## src/rtl/regfile_pkg.sv

```systemverilog
// Shared register-file types and defaults for decode, hazard unit and the register file itself.
package regfile_pkg;

  localparam int REGFILE_DATA_W = 32;
  localparam int REGFILE_ADDR_W = 5;

  // Index of the hardwired zero register.
  localparam logic [REGFILE_ADDR_W-1:0] REG_ZERO = '0;

  typedef logic [REGFILE_ADDR_W-1:0] reg_idx_t;
  typedef logic [REGFILE_DATA_W-1:0] reg_word_t;

endpackage

```

## src/rtl/regfile_rd_port.sv

```systemverilog
// One read port: write->read forwarding mux (wr1 over wr0 over array), zero-index masking,
// and busy gating so a result being forwarded this cycle is not reported as pending.
module regfile_rd_port
  import regfile_pkg::*;
#(
  parameter int DATA_W   = REGFILE_DATA_W,
  parameter int ADDR_W   = REGFILE_ADDR_W,
  parameter int ZERO_REG = 1,
  parameter int BYPASS   = 1
) (
  input  logic              rst_n,
  input  logic [ADDR_W-1:0] rd_addr,
  input  logic [DATA_W-1:0] arr_data,
  input  logic              arr_busy,
  input  logic              wr0_en,
  input  logic [ADDR_W-1:0] wr0_addr,
  input  logic [DATA_W-1:0] wr0_data,
  input  logic              wr1_en,
  input  logic [ADDR_W-1:0] wr1_addr,
  input  logic [DATA_W-1:0] wr1_data,
  output logic [DATA_W-1:0] rd_data,
  output logic              rd_busy
);

  logic hit0;
  logic hit1;
  logic is_zero;

  // Select forwarded or stored data; outputs are forced quiet while in reset.
  always_comb begin
    is_zero = (ZERO_REG != 0) && (rd_addr == ADDR_W'(REG_ZERO));
    hit1    = (BYPASS != 0) && wr1_en && (wr1_addr == rd_addr);
    hit0    = (BYPASS != 0) && wr0_en && (wr0_addr == rd_addr);
    rd_data = arr_data;
    if (hit1) begin
      rd_data = wr1_data;
    end else if (hit0) begin
      rd_data = wr0_data;
    end
    rd_busy = arr_busy && !hit0 && !hit1;
    if (is_zero || !rst_n) begin
      rd_data = '0;
      rd_busy = 1'b0;
    end
  end

endmodule

```

## src/rtl/regfile_mp.sv

```systemverilog
// Multi-port register file: NUM_RD combinational read ports, two write ports (wr1 has priority),
// asynchronous clear of array and busy scoreboard, optional zero register and write bypass.
module regfile_mp
  import regfile_pkg::*;
#(
  parameter int DATA_W   = REGFILE_DATA_W,
  parameter int ADDR_W   = REGFILE_ADDR_W,
  parameter int NUM_RD   = 2,
  parameter int ZERO_REG = 1,
  parameter int BYPASS   = 1
) (
  input  logic                     clk,
  input  logic                     rst_n,
  input  logic [NUM_RD*ADDR_W-1:0] rd_addr,
  output logic [NUM_RD*DATA_W-1:0] rd_data,
  output logic [NUM_RD-1:0]        rd_busy,
  input  logic                     wr0_en,
  input  logic [ADDR_W-1:0]        wr0_addr,
  input  logic [DATA_W-1:0]        wr0_data,
  input  logic                     wr1_en,
  input  logic [ADDR_W-1:0]        wr1_addr,
  input  logic [DATA_W-1:0]        wr1_data,
  input  logic                     iss_en,
  input  logic [ADDR_W-1:0]        iss_addr
);

  localparam int DEPTH = 1 << ADDR_W;

  logic [DATA_W-1:0] regs_q [DEPTH];
  logic [DATA_W-1:0] regs_d [DEPTH];
  logic [DEPTH-1:0]  busy_q;
  logic [DEPTH-1:0]  busy_d;

  logic wr0_live;
  logic wr1_live;
  logic iss_live;

  // Drop writes and issues that target the hardwired zero register.
  always_comb begin
    wr0_live = wr0_en && !((ZERO_REG != 0) && (wr0_addr == ADDR_W'(REG_ZERO)));
    wr1_live = wr1_en && !((ZERO_REG != 0) && (wr1_addr == ADDR_W'(REG_ZERO)));
    iss_live = iss_en && !((ZERO_REG != 0) && (iss_addr == ADDR_W'(REG_ZERO)));
  end

  // Next array contents: wr1 applied last so it wins on an index collision.
  always_comb begin
    for (int n = 0; n < DEPTH; n++) begin
      regs_d[n] = regs_q[n];
    end
    if (wr0_live) begin
      regs_d[wr0_addr] = wr0_data;
    end
    if (wr1_live) begin
      regs_d[wr1_addr] = wr1_data;
    end
  end

  // Next scoreboard: writes retire a producer, an issue marks a new one; issue applied last so it wins.
  always_comb begin
    busy_d = busy_q;
    if (wr0_live) begin
      busy_d[wr0_addr] = 1'b0;
    end
    if (wr1_live) begin
      busy_d[wr1_addr] = 1'b0;
    end
    if (iss_live) begin
      busy_d[iss_addr] = 1'b1;
    end
  end

  // State registers with asynchronous clear; an edge taken while in reset is discarded.
  always_ff @(posedge clk or negedge rst_n) begin
    if (!rst_n) begin
      for (int n = 0; n < DEPTH; n++) begin
        regs_q[n] <= '0;
      end
      busy_q <= '0;
    end else begin
      for (int n = 0; n < DEPTH; n++) begin
        regs_q[n] <= regs_d[n];
      end
      busy_q <= busy_d;
    end
  end

  for (genvar i = 0; i < NUM_RD; i++) begin : g_rd
    logic [ADDR_W-1:0] addr_i;
    assign addr_i = rd_addr[i*ADDR_W +: ADDR_W];

    regfile_rd_port #(
      .DATA_W   (DATA_W),
      .ADDR_W   (ADDR_W),
      .ZERO_REG (ZERO_REG),
      .BYPASS   (BYPASS)
    ) u_rd_port (
      .rst_n    (rst_n),
      .rd_addr  (addr_i),
      .arr_data (regs_q[addr_i]),
      .arr_busy (busy_q[addr_i]),
      .wr0_en   (wr0_live),
      .wr0_addr (wr0_addr),
      .wr0_data (wr0_data),
      .wr1_en   (wr1_live),
      .wr1_addr (wr1_addr),
      .wr1_data (wr1_data),
      .rd_data  (rd_data[i*DATA_W +: DATA_W]),
      .rd_busy  (rd_busy[i])
    );
  end

endmodule

```

## config.mk

```make
export PLATFORM = sky130hd
export DESIGN_NAME = regfile_mp
export DESIGN_NICKNAME = d
export VERILOG_FILES = /design/src/rtl/regfile_pkg.sv /design/src/rtl/regfile_rd_port.sv /design/src/rtl/regfile_mp.sv
export SDC_FILE = /design/constraint.sdc
export NUM_CORES = 2
export LEC_CHECK = 0
export BUFFER_PORTS_ARGS = -buffer_cell sky130_fd_sc_hd__buf_2
export CAP_MARGIN = 0
export CORE_UTILIZATION = 40
export DETAILED_ROUTE_END_ITERATION = 6
export HOLD_SLACK_MARGIN = 0.15
export PLACE_DENSITY = 0.57
export SLEW_MARGIN = 20
export SYNTH_ARGS = -nofsm -noshare
export SYNTH_HDL_FRONTEND = slang
export SYNTH_HIERARCHICAL = 1
export SYNTH_SLANG_ARGS = --single-unit
```

## constraint.sdc

```tcl
create_clock -name clk -period 1.8 [get_ports clk]
set_clock_uncertainty 0.1 [all_clocks]
set_input_delay 0 -clock clk [delete_from_list [all_inputs] [get_ports clk]]
set_output_delay 0 -clock clk [all_outputs]
set_load 0.02 [all_outputs]
```

==> results.txt <==
----------------------------------------------------
[Outcome]
  Status ... complete, but fails checks
  Failing checks ... design-rule violations, negative setup slack

[Clocking]
  CTS Root Cell ... sky130_fd_sc_hd__clkbuf_16
  H-tree levels ... 3
  Number of CTS-inserted buffers ... 120
  Clock network latency to the later pin of the worst-skew pair ... 0.78 ns
  Clock Sinks ... 1056
  Buffers from clock root to sink, at most ... 3
  Clock tree from TritonCTS ... done
  Clock-pin slew on the worst setup and hold paths ... 0.06 ns

[Layout]
  Area of all sequential standard cells ... 26400 µm²
  Fin cells ... 10400
  Fill cells ... 15400
  Area occupied by multi-input gates ... 40600 µm²
  Area added between synthesis and finish ... 26.5%
  Fraction of layout instances using a drive strength above 1 ... 21.0%
  Post-layout nets ... 8136

[Worst setup path]
  Worst Path Max Fanout ... 2
  RR Startpoint ... regs_q[720]
  Crit path launch type ... flop
  Startpoint of the worst setup timing path ... regs_q[820]
  Data arrival at the endpoint of the critical path ... 2.63 ns
  Worst Path Required ... 1.70 ns
  Setup CP Type ... reg2out
  Capturing element type of the critical path ... output pin

[Global routing]
  Number of antenna violations at the first check in global routing ... 6
  Overall global routing resource usage ... 35.9%
  Wire length of the first global-routing pass ... 458000 µm
  Sum of overflow across all layers after global routing ... 0
  Largest net degree at the start of global routing ... 120
  Number of global-route vias before repair ... 62800

[Yosys]
  Yosys warning total ... 6
  Cell count after synthesis ... 7529
  Part of the Yosys area used for sequential elements ... 38.2%
  Syn_nets ... 7623
  Cell area after synthesis ... 69200 µm²
  Average cell area after synthesis ... 9.19 µm²
  #FFs+latches synth ... 1056
  Number of distinct library cell variants in the gate-level netlist after synthesis ... 47

[Job]
  Max-capacitance violation count ... 0

[STA]
  Actual transition at the worst max-transition pin ... 0.721 ns
  Worst-case headroom to the max-slew limit ... 52.0%
  Fmax ... 367 MHz
  Number of failing hold endpoints at the final stage ... 0
  RSZ-0062 raised after global routing ... true
  Final setup viols ... 67
  Final Worst Setup Slack ... -0.927 ns
  Minimum clock period ... 2.73 ns
  Max-slew violation count ... 0
  Crit share post-route ... 151%

[Die]
  Vertical die dimension ... 418 µm
  Die width ... 418 µm
  Starting Density ... 40.3%
  Core Box Area ... 172000 µm²
  Top-Level Pins ... 160
  Die ar. ... 175000 µm²
  Count of standard-cell rows ... 152

[Pwr]
  Sw power ... 0.0297 W
  Worst supply voltage drop on vdd ... 857 µV
  Total power divided by cell area ... 992 nW/µm²
  P_leak ... 40.2 nW
  Clock network fraction of total power ... 30.8%
  Net Sw Frac ... 34.3%
  Internal power summed over all cells ... 0.0571 W
  Combinational power share ... 28.3%
  Sequential power share ... 40.9%

[Drt]
  WL final ... 324000 µm
  Initial DRT Pass Iterations ... 7
  Routed vias ... 64600
  DRC violations left ... 3
  First-iteration detailed-routing DRC count ... 7243
  Vias per inst ... 6.18
  Remaining antenna violation count ... 0
  Detailed-route wire length per cell ... 31.0 µm

[Placement]
  HPWL Detailed ... 216000 µm
  Final RePlAce weighted congestion ... 0.988
  Post-place setup slack ... -0.657 ns
  Instance count after placement with tap cells included ... 10100
  Number of I/O port buffers ... 159

[Min path]
  Min-delay worst type ... in2reg
  Critical hold path startpoint ... wr1_en

----------------------------------------------------
[synth_stat cells (all sizes together)]
library cell	instances	area, µm²
clkbuf	505	1900
and4	2	17.5
and3b	3	26.3
nand2	669	2520
o31ai	64	480
a22oi	198	1490
and3	4	25.0
inv	4	15.0
nand3	267	1340
or2	9	56.3
nor3	73	380
mux2i	2048	20500
and2b	1	7.51
a32o	12	120
o2111a	2	22.5
dfrtp	1056	26400
nand2b	14	103
nor4b	1	8.76
nand4	5	37.5
nor2	651	2610
a22o	132	1160
nor3b	3	22.5
nor2b	12	75.1
xnor2	20	175
nor4	2	27.5
o21a	2	30.0
o21ai	469	2350
a31oi	130	1190
a21oi	806	4030
buf	358	2020
and2	5	31.3
or4	2	15.0
[critical path, stage by stage, from the launching register on]
cell and delay (ns):
sky130_fd_sc_hd__dfrtp_1 0.40, sky130_fd_sc_hd__buf_4 0.14, sky130_fd_sc_hd__mux2i_1 0.16, sky130_fd_sc_hd__a22o_1 0.18, sky130_fd_sc_hd__nor3_2 0.06, sky130_fd_sc_hd__a31oi_2 0.24
sky130_fd_sc_hd__nand3_4 0.16, sky130_fd_sc_hd__o21ai_2 0.10, sky130_fd_sc_hd__a31oi_2 0.11, sky130_fd_sc_hd__buf_6 0.15, sky130_fd_sc_hd__buf_6 0.13
[final cells by class]
type / count / share of cell area, %
Clock buffer: 165 / 3.93
Clock inverter: 51 / 0.872
Multi-Input combinational cell: 5606 / 46.4
Tap cell: 2310 / 3.30
Inverter: 4 / 0.0172
Timing Repair Buffer: 1254 / 15.3
Antenna cell: 1 / 0.00286
Sequential cell: 1056 / 30.2
[kinds of logic (layout without fill, tap and decap cells)]
group / Yosys count / in the layout / synth area share, %
simple gates: 1723 / 1723 / 10.5
flops: 1056 / 1056 / 38.2
mux: 2048 / 2048 / 29.6
compound gates: 1815 / 1815 / 15.7
buf+inv: 867 / 1474 / 5.68
other cells: 0 / 1 / 0
xor+xnor: 20 / 20 / 0.253
[state kept, by name (all words and copies together), names as in the netlist]
signal	flops
regs_q	1024
busy_q	32
[what timing repair did]
item / in CTS / in global routing
hold endpoints to repair: 2079 / 6
cloned: 0 / 1
hold buffers: 121 / 2
pin swaps: 170 / 183
resized for setup: 322 / 136
endpoints found under the setup margin: 66 / 181
setup buffers: 22 / 37
[power groups by stage]
stage | registers (W) | logic, W | clock network (W)
floorplan | 0.0337 | 0.0145 | 0
global placement | 0.0353 | 0.0220 | 0
global route | 0.0360 | 0.0264 | 0.0278
CTS | 0.0352 | 0.0236 | 0.0269
finish | 0.0355 | 0.0246 | 0.0267
detailed placement | 0.0354 | 0.0225 | 0
[routing by layer]
layer	global-route usage [%]	share of wire, %
met5	0	0.0093
met4	24.5	7.9
met3	8.45	9.2
met2	55.1	44
met1	44.8	39
[final timing paths]
check | depth (start not counted) | endpoint | slack [ns]
max reg2reg | 3 | regs_q[720] | 0.35
max in group asynchronous | 4 | regs_q[23] | 0.40
min reg2reg | 0 | regs_q[1010] | 0.30
min in group asynchronous | 3 | regs_q[963] | 0.18
max | 10 | rd_data[52] | -0.93
min | 7 | busy_q[2] | 0.11
[cell usage in the layout, fill, tap and decap left out, types with 39 or more instances in the layout]
| cell | instances |
|---|---|
| sky130_fd_sc_hd__o21ai_2 | 53 |
| sky130_fd_sc_hd__a22oi_1 | 197 |
| sky130_fd_sc_hd__buf_12 | 292 |
| sky130_fd_sc_hd__dlygate4sd3_1 | 109 |
| sky130_fd_sc_hd__nor3_2 | 51 |
| sky130_fd_sc_hd__buf_4 | 704 |
| sky130_fd_sc_hd__buf_6 | 42 |
| sky130_fd_sc_hd__mux2i_1 | 2034 |
| sky130_fd_sc_hd__dfrtp_1 | 1056 |
| sky130_fd_sc_hd__nand2_1 | 632 |
| sky130_fd_sc_hd__o21ai_0 | 347 |
| sky130_fd_sc_hd__nor2_1 | 622 |
| sky130_fd_sc_hd__a31oi_1 | 39 |
| sky130_fd_sc_hd__nand3_2 | 39 |
| sky130_fd_sc_hd__a22o_1 | 132 |
| sky130_fd_sc_hd__clkbuf_16 | 121 |
| sky130_fd_sc_hd__buf_2 | 91 |
| sky130_fd_sc_hd__o21ai_1 | 60 |
| sky130_fd_sc_hd__a31oi_2 | 82 |
| sky130_fd_sc_hd__o31ai_1 | 64 |
| sky130_fd_sc_hd__a21oi_1 | 806 |
| sky130_fd_sc_hd__nand3_1 | 218 |
[metrics by stage]
stage | hold slack, ns | instance area (µm²) | utilization (%) | TNS (ns) | total power, W
5_1_grt | 0.118 | 87500 | 51.0 | -51.50 | 0.0902
3_3_place_gp | -0.00248 | 80100 | 46.6 | -48.44 | 0.0572
3_5_place_dp | -0.00162 | 80100 | 46.6 | -51.61 | 0.0580
4_1_cts | 0.107 | 86700 | 50.5 | -53.74 | 0.0857
2_1_floorplan | -0.396 | 69200 | - | 0 | 0.0482
6_report | 0.109 | 87500 | 51.0 | -48.40 | 0.0868
Note: power is estimated with default switching activity, not from simulation.
